## src/rtl/ifu_fetch.sv

```systemverilog
`default_nettype none
// ============================================================================
// Module   : ifu_fetch
// Purpose  : Instruction fetch unit. Owns the architectural PC, issues one
//            32-bit fetch at a time over a valid/ready request/response
//            channel, holds the fetched word until decode accepts it and
//            applies jump redirects from execute, discarding any in-flight
//            response that was fetched from a stale PC.
// Ports    : clk, rst                     - clock, async active-high reset
//            imem_req_valid/ready, imem_addr   - fetch request channel
//            imem_resp_valid/ready, imem_resp_data - fetch response channel
//            inst, PC, PC_S, inst_valid/ready  - decode interface
//            redirect_valid, redirect_pc       - jump redirect from execute
//            misalign_fault                    - only with IFU_MISALIGN_CHECK_EN
// Options  : IFU_MISALIGN_CHECK_EN - when defined, a misaligned redirect
//            target raises a sticky misalign_fault and parks the unit in
//            FAULT; when undefined the low two target bits are masked.
// Revision : 1.0 - initial release
// ============================================================================
module ifu_fetch #(
  parameter int                  DATA_LEN = 32,
  parameter logic [DATA_LEN-1:0] RESET_PC = 32'h8000_0000
) (
  input  logic                clk,
  input  logic                rst,
  output logic                imem_req_valid,
  input  logic                imem_req_ready,
  output logic [DATA_LEN-1:0] imem_addr,
  input  logic                imem_resp_valid,
  input  logic [31:0]         imem_resp_data,
  output logic                imem_resp_ready,
  output logic [31:0]         inst,
  output logic [DATA_LEN-1:0] PC,
  output logic [DATA_LEN-1:0] PC_S,
  output logic                inst_valid,
  input  logic                inst_ready,
`ifdef IFU_MISALIGN_CHECK_EN
  output logic                misalign_fault,
`endif
  input  logic                redirect_valid,
  input  logic [DATA_LEN-1:0] redirect_pc
);

  localparam logic [DATA_LEN-1:0] c_pc_step    = DATA_LEN'(4);
  localparam logic [DATA_LEN-1:0] c_align_mask = ~DATA_LEN'(3);

  typedef enum logic [2:0] {
    ST_IDLE  = 3'd0,
    ST_REQ   = 3'd1,
    ST_WAIT  = 3'd2,
    ST_HOLD  = 3'd3
`ifdef IFU_MISALIGN_CHECK_EN
    ,
    ST_FAULT = 3'd4
`endif
  } state_t;

  state_t              state_q, state_d;
  logic [DATA_LEN-1:0] pc_q, pc_d;
  logic [31:0]         inst_q, inst_d;
  logic                kill_q, kill_d;    // next response comes from a stale PC
`ifdef IFU_MISALIGN_CHECK_EN
  logic                fault_q, fault_d;
`endif

  logic                w_req_fire;
  logic [DATA_LEN-1:0] w_target;
  logic [DATA_LEN-1:0] w_pc_inc;

  assign w_req_fire = (state_q == ST_REQ) && imem_req_ready;
  assign w_pc_inc   = pc_q + c_pc_step;   // wraps modulo 2^DATA_LEN
  assign w_target   = redirect_pc & c_align_mask;

  always_comb begin
    state_d = state_q;
    pc_d    = pc_q;
    inst_d  = inst_q;
    kill_d  = kill_q;
`ifdef IFU_MISALIGN_CHECK_EN
    fault_d = fault_q;
`endif
    unique case (state_q)
      ST_IDLE: begin
        // Redirects are ignored here; the first fetch starts next cycle.
        state_d = ST_REQ;
      end
      ST_REQ: begin
        if (redirect_valid) begin
          pc_d = w_target;
          // The request that fires this cycle still carries the old PC.
          if (w_req_fire) begin
            state_d = ST_WAIT;
            kill_d  = 1'b1;
          end
        end else if (w_req_fire) begin
          state_d = ST_WAIT;
        end
      end
      ST_WAIT: begin
        if (redirect_valid) begin
          pc_d = w_target;
        end
        if (imem_resp_valid) begin
          // A same-cycle redirect makes this response stale as well.
          if (kill_q || redirect_valid) begin
            kill_d  = 1'b0;
            state_d = ST_REQ;
          end else begin
            inst_d  = imem_resp_data;
            state_d = ST_HOLD;
          end
        end else if (redirect_valid) begin
          kill_d = 1'b1;
        end
      end
      ST_HOLD: begin
        // A redirect wins over a same-cycle accept: the held word is dropped.
        if (redirect_valid) begin
          pc_d    = w_target;
          state_d = ST_REQ;
        end else if (inst_ready) begin
          pc_d    = w_pc_inc;
          state_d = ST_REQ;
        end
      end
`ifdef IFU_MISALIGN_CHECK_EN
      ST_FAULT: begin
        // Parked until reset; an outstanding response is simply absorbed.
        state_d = ST_FAULT;
      end
`endif
      default: begin
        state_d = ST_IDLE;
      end
    endcase

`ifdef IFU_MISALIGN_CHECK_EN
    if (redirect_valid && (redirect_pc[1:0] != 2'b00) &&
        ((state_q == ST_REQ) || (state_q == ST_WAIT) || (state_q == ST_HOLD))) begin
      pc_d    = redirect_pc;
      fault_d = 1'b1;
      state_d = ST_FAULT;
    end
`endif
  end

  always_ff @(posedge clk or posedge rst) begin
    if (rst) begin
      state_q <= ST_IDLE;
      pc_q    <= RESET_PC;
      inst_q  <= 32'h0;
      kill_q  <= 1'b0;
`ifdef IFU_MISALIGN_CHECK_EN
      fault_q <= 1'b0;
`endif
    end else begin
      state_q <= state_d;
      pc_q    <= pc_d;
      inst_q  <= inst_d;
      kill_q  <= kill_d;
`ifdef IFU_MISALIGN_CHECK_EN
      fault_q <= fault_d;
`endif
    end
  end

  // All outputs decode from registered state only.
  assign imem_req_valid  = (state_q == ST_REQ);
  assign imem_addr       = pc_q;
`ifdef IFU_MISALIGN_CHECK_EN
  assign imem_resp_ready = (state_q == ST_WAIT) || (state_q == ST_FAULT);
  assign misalign_fault  = fault_q;
`else
  assign imem_resp_ready = (state_q == ST_WAIT);
`endif
  assign inst_valid      = (state_q == ST_HOLD);
  assign inst            = inst_q;
  assign PC              = pc_q;
  assign PC_S            = w_pc_inc;

endmodule
`default_nettype wire
```

## config.mk

```make
export PLATFORM = sky130hd
export DESIGN_NAME = ifu_fetch
export DESIGN_NICKNAME = d
export VERILOG_FILES = /design/src/rtl/ifu_fetch.sv
export SDC_FILE = /design/constraint.sdc
export NUM_CORES = 1
export LEC_CHECK = 0
export BUFFER_PORTS_ARGS = -buffer_cell sky130_fd_sc_hd__clkbuf_2
export CAP_MARGIN = 20
export CORE_ASPECT_RATIO = 0.7
export CORE_MARGIN = 5
export CORE_UTILIZATION = 43
export CTS_BUF_LIST = sky130_fd_sc_hd__clkbuf_4
export CTS_CLUSTER_DIAMETER = 150
export DETAILED_ROUTE_END_ITERATION = 10
export GPL_ROUTABILITY_DRIVEN = 0
export PLACE_DENSITY = 0.78
export SYNTH_ARGS = -nofsm -noshare
export SYNTH_HDL_FRONTEND = slang
export SYNTH_SLANG_ARGS = --single-unit
```

## constraint.sdc

```tcl
create_clock -name clk -period 1.9 [get_ports clk]
set_input_delay 0.095 -clock clk [delete_from_list [all_inputs] [get_ports clk]]
set_output_delay 0.095 -clock clk [all_outputs]
set_load 0.02 [all_outputs]
```

# Yosys cells after proc, flatten, opt, wreduce, memory -nomap -nowiden
# Index checks and enable logic that the tools add are counted.
# word_totals
reg_bits	68
latchBits	0
ramBits	0
mem_bits_ro	0
inputBits	70
output_inout_bits	131
elab_cells	42
memories	0
# classes
addsub	1
n_mul	0
div_mod_pow	0
n_lt_le_gt_ge	0
eq_ne	10
shifts	0
n_mux	16
bitwise_logic	1
reduce_logical	10
# op_table
op	n
$mux 32	3
$pmux 32 s2	1
$add 32x3->32 const B	1
$mux 3	4
$pmux 3 s4	1
$reduce_and 3->1	3
$eq 3x2->1 const B	2
$ne 2x1->1 const B	3
$ne 3x2->1 const B	2
$mux 1	5
$reduce_and 5->1	1
$reduce_bool 2->1	2
$eq 3x1->1 const B	1
$logic_not 3->1	1
$ne 3x1->1 const B	1
$mux 2	1
$ne 2x2->1 const B	1
$pmux 1 s2	1
$reduce_or 2->1	1
$logic_and 1x1->1	1
$logic_or 1x1->1	1
$not 1->1	1

# Depth between registers and ports, before layout
# Gate-level depths: netlist of run 1.
# logic_depth
ltp_word	5
depth_mapped	8
mapped_depth_nobuf	6

# Worst setup path after synthesis of run 1
# OpenSTA, ideal clock, no wires.
# synth_timing
path_kind	register -> register
from	reg pc_q[2], in the netlist PC[2]
to	reg pc_q[24], in the netlist PC[24]
setup_time_ps	71
arrival_time_ps	2179
required_ps	1829
slack_ps	-350
path_stages_with_launch	7
path_buffers	1
synth_period_minus_slack_ps	2250
cell_sequence	dfrtp_1 > ha_1 > nand3_2 > or4_1 > buf_2 > or4b_1 > nand4_1
# synth_via
elab_chain_len	4
# synth_rtl
element	line_no	rtl
from (decl)	59	logic [DATA_LEN-1:0] pc_q, pc_d;
from (signal assigned)	158	pc_q <= pc_d;
$add 32x3->32	71	assign w_pc_inc = pc_q + c_pc_step;
$mux 32	121	end else if (inst_ready) begin
$mux 32	118	if (redirect_valid) begin
$pmux 32 s2	82	unique case (state_q)
# No other way between the ends. The select of a mux whose other input is x is not followed.
# A chain may end at the register's enable or synchronous reset.

# Worst setup path after layout of run 1
# layout_timing
from	reg pc_q[3], in the netlist PC[3]
to	out PC_S[30]
# layout_via
elab_chain_len	1
# layout_rtl
element	line_no	rtl
$add 32x3->32	71	
to (decl)	34	output logic [DATA_LEN-1:0] PC_S,
# No other way between the ends.

==> results of run 1 <==
[sequential cells by signal (all words and copies together) (netlist names)]
name,cells
inst,32
PC,30
state_q,2
kill_q,1
[critical path: cells and delay by family (launching register included)]
family,cells,cell delay [ns]
and+or+nand+nor,3,0.57
DFF,1,0.44
buffers and inverters,2,0.42
adders and majority gates,1,0.17
xor gates and xnor gates,1,0.16
[power breakdown]
part,total (W),switching (W),internal (W)
Clock,0.000997,0.000585,0.000411
Combinational,0.00855,0.00498,0.00358
Sequential,0.00270,0.000613,0.00209
Total,0.0123,0.00617,0.00608
[final cells by class]
type,count,area (um2),share of cell area
diodes,2,5.00,0.000724
clock buffers,9,67.6,0.00978
clock inverters,7,78.8,0.0114
inverters,15,60.1,0.00869
multi-input cells,291,2500,0.362
flip-flops and latches,65,1650,0.238
well taps,124,155,0.0225
repair buffers,332,2390,0.346
[cell usage in the layout (no fill, tap or decap), types with 14 or more instances in the layout]
master                          count
sky130_fd_sc_hd__clkbuf_2         166
sky130_fd_sc_hd__dfrtp_2           14
sky130_fd_sc_hd__buf_4             79
sky130_fd_sc_hd__o211ai_1          14
sky130_fd_sc_hd__nand4_1           14
sky130_fd_sc_hd__o21ai_0           14
sky130_fd_sc_hd__dlygate4sd3_1     50
sky130_fd_sc_hd__dfrtp_1           50
sky130_fd_sc_hd__buf_6             20
sky130_fd_sc_hd__nand2_1           29
sky130_fd_sc_hd__mux2_2            34
sky130_fd_sc_hd__nand3_1           16
[metal layers]
metal / global-route usage / share of wire
met1: 0.329 / 0.39
met2: 0.441 / 0.49
met3: 0.0494 / 0.092
met4: 0.0946 / 0.034
met5: 0 / 0
[what timing repair did]
| action | 4_1_cts | 5_1_grt |
|---|---|---|
| hold buffers | 50 | 0 |
| pin swaps | 29 | 24 |
| gates resized for setup | 82 | 72 |
| setup endpoints to repair | 28 | 81 |
| hold endpoints to repair | 94 | 0 |
| buffers inserted | 31 | 15 |
[logic make-up after synthesis]
logic type	after synthesis
AO/OA/AOI/OAI	88
AND/OR/NAND/NOR	129
XOR/XNOR	26
multiplexers	37
other	1
adder cells (fa/ha/maj)	5
flip-flops	65
buffers and inverters	84
[metrics by stage]
step / hold slack [ns] / util / total power, W
2_1_floorplan: 0.198 / - / 0.00751
5_1_grt: 0.0186 / 0.749 / 0.0128
3_5_place_dp: 0.0956 / 0.582 / 0.00967
6_report: 0.0118 / 0.750 / 0.0123
3_3_place_gp: 0.0923 / 0.582 / 0.00946
4_1_cts: 0.00150 / 0.713 / 0.0114
[worst max path at each step]
stage	startpoint	to	slack, ns
floorplan	PC[2]	PC_S[26]	-0.07
global placement	PC[3]	PC[24]	0.06
detailed placement	PC[2]	PC_S[31]	0.02
CTS	PC[2]	PC_S[31]	-0.41
global route	PC[6]	PC_S[31]	-0.47
finish	PC[3]	PC_S[30]	-0.40
==> flow_summary.toml, run 1 <==
[worst_setup_path]
critPathKind = "reg -> out"
worst_setup_path_end_kind = "primary output"
worstSetupStartpointType = "register"
worst-endpoint-arrival_ns = 2.21
cpPeakStageDelay_ns = 0.44
timing.rr.end = "PC[17]"
critical_path_peak_fanout = 5
register_to_register_setup_slack_ns = -0.23
timing.critical_path.cells = "ha_4 -> nand3_2 -> nor4_1 -> buf_4 -> nand3_1 -> xnor2_2 -> clkbuf_4"
required_ns = 1.80
crit_slowest_cell = "sky130_fd_sc_hd__dfrtp_2"
reg2reg_from = "PC[2]"
worst_r2r_path_depth = 9

[power_and_ir_drop]
p_leak_nw = 3.30
ir_drop_v = 0.000926
power.density_cell_area_nw_per_um2 = 1770

[yosys]
syn_inst = 435
synth-edff-count = 0
synth_largest_area_cell = "sky130_fd_sc_hd__dfrtp_1"
synthesis.area_per_instance_um2 = 9.47
synth-adder-area-share = 0.0152
synth_top_family_by_area = "simple AND/OR/NAND/NOR gates"
post_synthesis_share_of_cell_area_spent_on_xor_and_xnor_gates = 0.0553
synth_ff_type = "sky130_fd_sc_hd__dfrtp_1"
synth.area.mux_share = 0.100
synthArstFlopShare = 1.00
synth_area_in_compound_gates = 0.147
yosysUniqueCellTypes = 55
yosys.area_share.simple = 0.170
synth_top_area_frac = 0.389
ys_seq_area_frac = 0.395
yosys-top-cells-count = "sky130_fd_sc_hd__dfrtp_1, sky130_fd_sc_hd__buf_4, sky130_fd_sc_hd__mux2_2, sky130_fd_sc_hd__nand2_1, sky130_fd_sc_hd__nand3_1"
post_synth_main_area_contributors = "sky130_fd_sc_hd__dfrtp_1, sky130_fd_sc_hd__mux2_2, sky130_fd_sc_hd__buf_4"
synth_area_um2 = 4120
synthesis.yosys.warnings = 0
post-synth-top-count-cell = "sky130_fd_sc_hd__dfrtp_1"
ys_ff_latch = 65

[routing]
viasPerCell = 5.67
detail_route.wl_per_cell_um = 19.9
routed-via-count = 4794
drcViolationCount = 0
drt_iter0_drc = 501
ant_nets = 0
routed_wirelength_mm = 16.8
drt-pass1-iter-count = 5

[global_routing]
grt_start_max_net_pins = 48
grt_pass1_vias = 4589
globalRouteTotalUtil = 0.259
grt_antenna_before_repair = 0
gr-total-overflow = 0
grt_first_pass_wirelength_mm = 24.1

[clock_tree]
cts_num_sinks = 65
clk_pin_slew_worst_paths_ns = 0.14
clk_latency_ns = 0.43
cts_tree = "done"
cts_buffer_depth = 2
cts.htree.levels = 3
master_cell_of_the_clock_root_buffer = "sky130_fd_sc_hd__clkbuf_4"
cts_made_buffers = 9

[run_status]
failed_checks = "setup timing"
outcome = "finished with violations"

[sta]
setup_viol = 33
finalHoldViolations = 0
max_clock_freq_mhz = 434
setup-tns-final_ns = -7.29
grt_setup_unrepaired = "yes"
layout_setup_ws_ns = -0.402
final.period_utilization = 1.21
drv_slew = 0
clock-skew-final_ns = 0.0263
finalCriticalPeriod_ns = 2.30

[placement]
hpwlAfterDp_mm = 10.6
postPlaceCellArea_um2 = 5370
placedCellCount = 735
preCtsSetupSlack_ns = 0.0198
portBuffers = 192

[run]
cap_violations = 0

[worst_hold_path]
timing.hold.worst.start = "redirect_pc[13]"
holdPathStages = 3
holdPathEnd = "PC[13]"
hold_path_class = "in -> reg"

[finish]
num-nets-final = 789
post_route_cells_drive_above_1_share = 0.583
num-fill-cells = 617
synthToLayoutAreaGrowth_pct = 67.8
finalNonFillerCells = 845
finish.instance_area_um2 = 6910

[floorplanning]
die_width_um = 127
placeableCoreArea_um2 = 9220
floorplan.initialDensity = 0.447
fp-row-count = 29
design.die.area_um2 = 11700
floorplan.die.height_um = 91.9
ios = 201
Note: power is estimated with default switching activity, not from simulation.
==> run 2: changes to the inputs <==
--- a/config.mk
+++ b/config.mk
@@ -14,7 +14,7 @@
 export CTS_CLUSTER_DIAMETER = 150
 export DETAILED_ROUTE_END_ITERATION = 10
 export GPL_ROUTABILITY_DRIVEN = 0
-export PLACE_DENSITY = 0.78
+export PLACE_DENSITY = 0.8
 export SYNTH_ARGS = -nofsm -noshare
 export SYNTH_HDL_FRONTEND = slang
 export SYNTH_SLANG_ARGS = --single-unit
==> flow_summary.toml, run 2 (synthesized netlist as in run 1, its figures left out) <==
[power_and_ir_drop]
ir_drop_v = 0.00112
power.density_cell_area_nw_per_um2 = 1730
p_leak_nw = 3.32
finalPower_w = 0.0121

[routing]
routed-via-count = 4814
drt_iter0_drc = 599
drt-pass1-iter-count = 5
routed_wirelength_mm = 17.3
drcViolationCount = 0
viasPerCell = 5.70
ant_nets = 0
detail_route.wl_per_cell_um = 20.5

[floorplanning]
ios = 201
floorplan.initialDensity = 0.447
floorplan.die.height_um = 91.9
placeableCoreArea_um2 = 9220
fp-row-count = 29
design.die.area_um2 = 11700
die_width_um = 127

[worst_setup_path]
crit_slowest_cell = "sky130_fd_sc_hd__dfrtp_1"
timing.critical_path.cells = "nand3_2 -> buf_6 -> nor4_4 -> buf_4 -> nand4_1 -> xnor2_2 -> clkbuf_8"
cpPeakStageDelay_ns = 0.48
worstSetupStartpointType = "register"
critPathTopFamily = "simple AND/OR/NAND/NOR gates"
critical_path_peak_fanout = 5
critPathKind = "reg -> out"
worst-endpoint-arrival_ns = 2.33
required_ns = 1.80
worst_setup_path_end_kind = "primary output"
cp.buffers_inverters = 3

[placement]
postPlaceCellArea_um2 = 5340
portBuffers = 192
placedCellCount = 732
hpwlAfterDp_mm = 10.4

[finish]
layout.cells.most_common = "sky130_fd_sc_hd__clkbuf_2"
largest_register_ffs = 32
multiInputGateArea_um2 = 2570
num-fill-cells = 617
synthToLayoutAreaGrowth_pct = 70.0
num-nets-final = 789
post_route_cells_drive_above_1_share = 0.584
layout.area.seq_um2 = 1650
finish.instance_area_um2 = 7000
finalNonFillerCells = 845
leading_cell_types_in_the_layout_fill_and_taps_excluded = "sky130_fd_sc_hd__clkbuf_2, sky130_fd_sc_hd__buf_4, sky130_fd_sc_hd__dlygate4sd3_1"
layout.core_utilization = 0.759

[clock_tree]
clk_pin_slew_worst_paths_ns = 0.13
cts_made_buffers = 9
cts_buffer_depth = 2
clk_latency_ns = 0.44
cts_num_sinks = 65
cts.htree.levels = 3
cts_tree = "done"
master_cell_of_the_clock_root_buffer = "sky130_fd_sc_hd__clkbuf_4"

[run_status]
failed_checks = "setup timing"
outcome = "finished with violations"

[worst_hold_path]
hold_path_class = "in -> reg"

[sta]
final.period_utilization = 1.28
max_clock_freq_mhz = 412
finalHoldViolations = 0
layout_setup_ws_ns = -0.528
clock-skew-final_ns = 0.0244
setup_viol = 42
hold-worst-slack_ns = 0.0559
finalCriticalPeriod_ns = 2.43
drv_slew = 0
grt_setup_unrepaired = "yes"

[global_routing]
grt_pass1_vias = 4708
grt_start_max_net_pins = 66
globalRouteTotalUtil = 0.261
grt_antenna_before_repair = 0
gr-total-overflow = 0
grt_first_pass_wirelength_mm = 24.3

[run]
cap_violations = 0
[run 2: cell types whose count changed in the layout (fill, tap and decap cells not counted), sizes merged]
cell	delta
dlygate4sd3	+5
diode	+1
clkbuf	-3
clkinvlp	-2
buf	-2
clkinv	+2
inv	-1
[run 2: report_power, final]
part           internal, W  switching (W)
clock             0.000400       0.000578
sequential         0.00209       0.000764
combinational      0.00347        0.00483
[run 2: repair_timing]
action                                  in CTS  in global routing
setup buffers                               20                 21
resized for setup                           70                 94
gates cloned                                 0                  1
pin swaps                                   14                 30
endpoints found under the hold margin      119                  0
hold buffers                                55                  0
endpoints found under the setup margin      36                 84
[run 2: area by class of cell]
class	instances	area share
multi-input combinational	291	0.368
clock inverter	6	0.00983
inverter	15	0.00858
timing repair buffer	332	0.346
clock buffer	9	0.00965
tap	124	0.0222
sequential	65	0.235
antenna	3	0.00107
[run 2: through the flow]
step,TNS [ns],worst slack [ns]
floorplan,-0.205,-0.0698
global placement,0,0.0391
detailed placement,-0.0118,-0.0118
CTS,-6.65,-0.383
global route,-13.16,-0.555
finish,-11.40,-0.528
[run 2: final timing paths]
| check | start | to | slack [ns] | depth (start not counted) |
|---|---|---|---|---|
| worst max-delay path | PC[11] | PC_S[31] | -0.53 | 7 |
| worst min-delay path | redirect_pc[21] | PC[21] | 0.06 | 4 |
| worst max register to register | PC[2] | PC[26] | -0.46 | 9 |
| worst min register to register | inst[5] | inst[5] | 0.52 | 1 |
| max in group asynchronous | rst | PC[9] | 1.32 | 4 |
| min in group asynchronous | rst | PC[27] | 0.26 | 4 |
[run 2: tightest hold or removal path: stages]
cell and delay (ns):
sky130_fd_sc_hd__clkbuf_2 0.08, sky130_fd_sc_hd__nand2_1 0.05, sky130_fd_sc_hd__mux2_2 0.14, sky130_fd_sc_hd__o211ai_1 0.08
[run 2: layer usage]
layer,share of wire,vias to the layer above,track usage,routed length [um]
met5,0,-,0,0
met3,0.093,81,0.0708,1620
met1,0.36,2303,0.313,6290
met2,0.50,327,0.434,8640
li1,-,2103,-,-
met4,0.046,0,0.132,799
==> run 3: changes to the inputs <==
--- a/config.mk
+++ b/config.mk
@@ -7,14 +7,17 @@
 export LEC_CHECK = 0
 export BUFFER_PORTS_ARGS = -buffer_cell sky130_fd_sc_hd__clkbuf_2
 export CAP_MARGIN = 20
+export CELL_PAD_IN_SITES_DETAIL_PLACEMENT = 0
+export CELL_PAD_IN_SITES_GLOBAL_PLACEMENT = 2
 export CORE_ASPECT_RATIO = 0.7
 export CORE_MARGIN = 5
-export CORE_UTILIZATION = 43
+export CORE_UTILIZATION = 24
 export CTS_BUF_LIST = sky130_fd_sc_hd__clkbuf_4
 export CTS_CLUSTER_DIAMETER = 150
 export DETAILED_ROUTE_END_ITERATION = 10
 export GPL_ROUTABILITY_DRIVEN = 0
 export PLACE_DENSITY = 0.8
+export SETUP_SLACK_MARGIN = 0.05
 export SYNTH_ARGS = -nofsm -noshare
 export SYNTH_HDL_FRONTEND = slang
 export SYNTH_SLANG_ARGS = --single-unit
==> flow_summary.toml, run 3 (synthesized netlist as in run 1, its figures left out) <==
[global_routing]
grt_pass1_vias = 4408
grt_antenna_before_repair = 0
globalRouteTotalUtil = 0.154
grt_first_pass_wirelength_mm = 24.6
grt_start_max_net_pins = 66
gr-total-overflow = 0

[worst_setup_path]
critPathKind = "reg -> out"
worstSetupStartpointType = "register"
required_ns = 1.80
critical_path_peak_fanout = 4
worst-endpoint-arrival_ns = 2.17
worst_setup_path_end_kind = "primary output"

[clock_tree]
clk_pin_slew_worst_paths_ns = 0.13
cts_tree = "done"
cts_made_buffers = 9
cts_num_sinks = 65
cts.htree.levels = 3
master_cell_of_the_clock_root_buffer = "sky130_fd_sc_hd__clkbuf_4"
clk_latency_ns = 0.44
cts_buffer_depth = 2

[finish]
layout.area.seq_um2 = 1650
num-fill-cells = 1660
largest_register_ffs = 32
finish.instance_area_um2 = 7270
antenna_cells = 0
num-nets-final = 797
layout.core_utilization = 0.427
multiInputGateArea_um2 = 2570
leading_cell_types_in_the_layout_fill_and_taps_excluded = "sky130_fd_sc_hd__clkbuf_2, sky130_fd_sc_hd__buf_4, sky130_fd_sc_hd__dlygate4sd3_1"
synthToLayoutAreaGrowth_pct = 76.6
layout.cells.most_common = "sky130_fd_sc_hd__clkbuf_2"
post_route_cells_drive_above_1_share = 0.585

[routing]
highest-signal-layer = "met4"
drt-pass1-iter-count = 5
viasPerCell = 4.68
wl_met3_mm = 1.19
drcViolationCount = 0
drt_iter0_drc = 260
met2_routed_wirelength_mm = 7.33
routed_wirelength_mm = 16.0
routed-via-count = 4483
detail_route.wl_per_cell_um = 16.7
ant_nets = 0
routedLengthMet1_mm = 7.37

[worst_hold_path]
hold_path_class = "in -> reg"

[power_and_ir_drop]
power.combinational.fraction = 0.687
ir_drop_v = 0.000852
finalPower_w = 0.0124
p_leak_nw = 3.42
clock_power_share = 0.098
intPower_w = 0.00649
power.density_cell_area_nw_per_um2 = 1710
power.net_switching_w = 0.00593
switching_share = 0.477
seqPwrFrac = 0.215

[floorplanning]
fp-row-count = 40
design.die.area_um2 = 19900
die_width_um = 167
ios = 201
floorplan.initialDensity = 0.242
placeableCoreArea_um2 = 17000
floorplan.die.height_um = 120

[placement]
hpwlAfterDp_mm = 11.0
portBuffers = 192
postPlaceCellArea_um2 = 5600

[sta]
drv_slew = 0
finalHoldViolations = 0
clock-skew-final_ns = 0.0264
hold-worst-slack_ns = 0.0547
finalCriticalPeriod_ns = 2.27
layout_setup_ws_ns = -0.370
final.period_utilization = 1.19
max_clock_freq_mhz = 441
setup_viol = 28
grt_setup_unrepaired = "yes"

[run_status]
failed_checks = "setup timing"
outcome = "finished with violations"

[run]
cap_violations = 0
[run 3: cell count changes in the layout (fill, tap and decap cells not counted), sizes merged]
cell         delta
clkinvlp        -2
clkbuf          +1
bufinv          +2
dlygate4sd3     +5
diode           -3
buf             +3
[run 3: metal layers]
layer / up-vias / GRT usage
met3: 13 / 0.0461
li1: 2116 / -
met1: 2174 / 0.216
met4: 0 / 0.0322
met2: 180 / 0.237
met5: - / 0
[run 3: timing repair]
action | in CTS | in global routing
hold buffers | 60 | 0
pin swaps | 23 | 23
hold endpoints to repair | 123 | 0
cloned | 1 | 1
gates resized for setup | 89 | 77
buffers inserted | 17 | 14
endpoints found under the setup margin | 62 | 71
[run 3: power groups by stage]
stage / Combinational [W] / Sequential, W / Clock (W)
6_report: 0.00853 / 0.00266 / 0.00122
5_1_grt: 0.00913 / 0.00276 / 0.00134
4_1_cts: 0.00803 / 0.00262 / 0.00127
3_5_place_dp: 0.00727 / 0.00266 / 0
3_3_place_gp: 0.00719 / 0.00262 / 0
2_1_floorplan: 0.00401 / 0.00354 / 0
[run 3: area by class of cell]
cell class,instances,area share
multi-input combinational,291,0.354
timing repair buffer,340,0.347
sequential,65,0.227
tap,231,0.0397
clock inverter,6,0.0148
clock buffer,10,0.0103
inverter,15,0.00774
[run 3: stage by stage]
| step | setup TNS, ns | setup WS [ns] | instances |
|---|---|---|---|
| final | -5.43 | -0.370 | 958 |
| after detailed placement | -0.0162 | -0.0158 | 850 |
| after CTS | -6.32 | -0.392 | 944 |
| after floorplan | -0.205 | -0.0698 | 440 |
| after global routing | -9.16 | -0.479 | 958 |
| after global placement | 0 | 0.0335 | 850 |
[run 3: worst max-delay path, cell delays in order, from the launching register on]
cell,delay [ns]
sky130_fd_sc_hd__dfrtp_1,0.45
sky130_fd_sc_hd__buf_4,0.16
sky130_fd_sc_hd__and3_4,0.19
sky130_fd_sc_hd__nand4_1,0.16
sky130_fd_sc_hd__or3_4,0.47
sky130_fd_sc_hd__xnor2_4,0.16
sky130_fd_sc_hd__buf_8,0.13
[run 3: final timing paths]
kind,from,end,slack (ns),cells after the start
min in group asynchronous,rst,PC[17],0.25,4
setup / recovery,PC[5],PC_S[28],-0.37,6
setup reg to reg,PC[5],PC[26],-0.21,8
hold / removal,redirect_pc[29],PC[29],0.05,4
hold reg to reg,inst[6],inst[6],0.51,1
max in group asynchronous,rst,PC[31],1.32,4
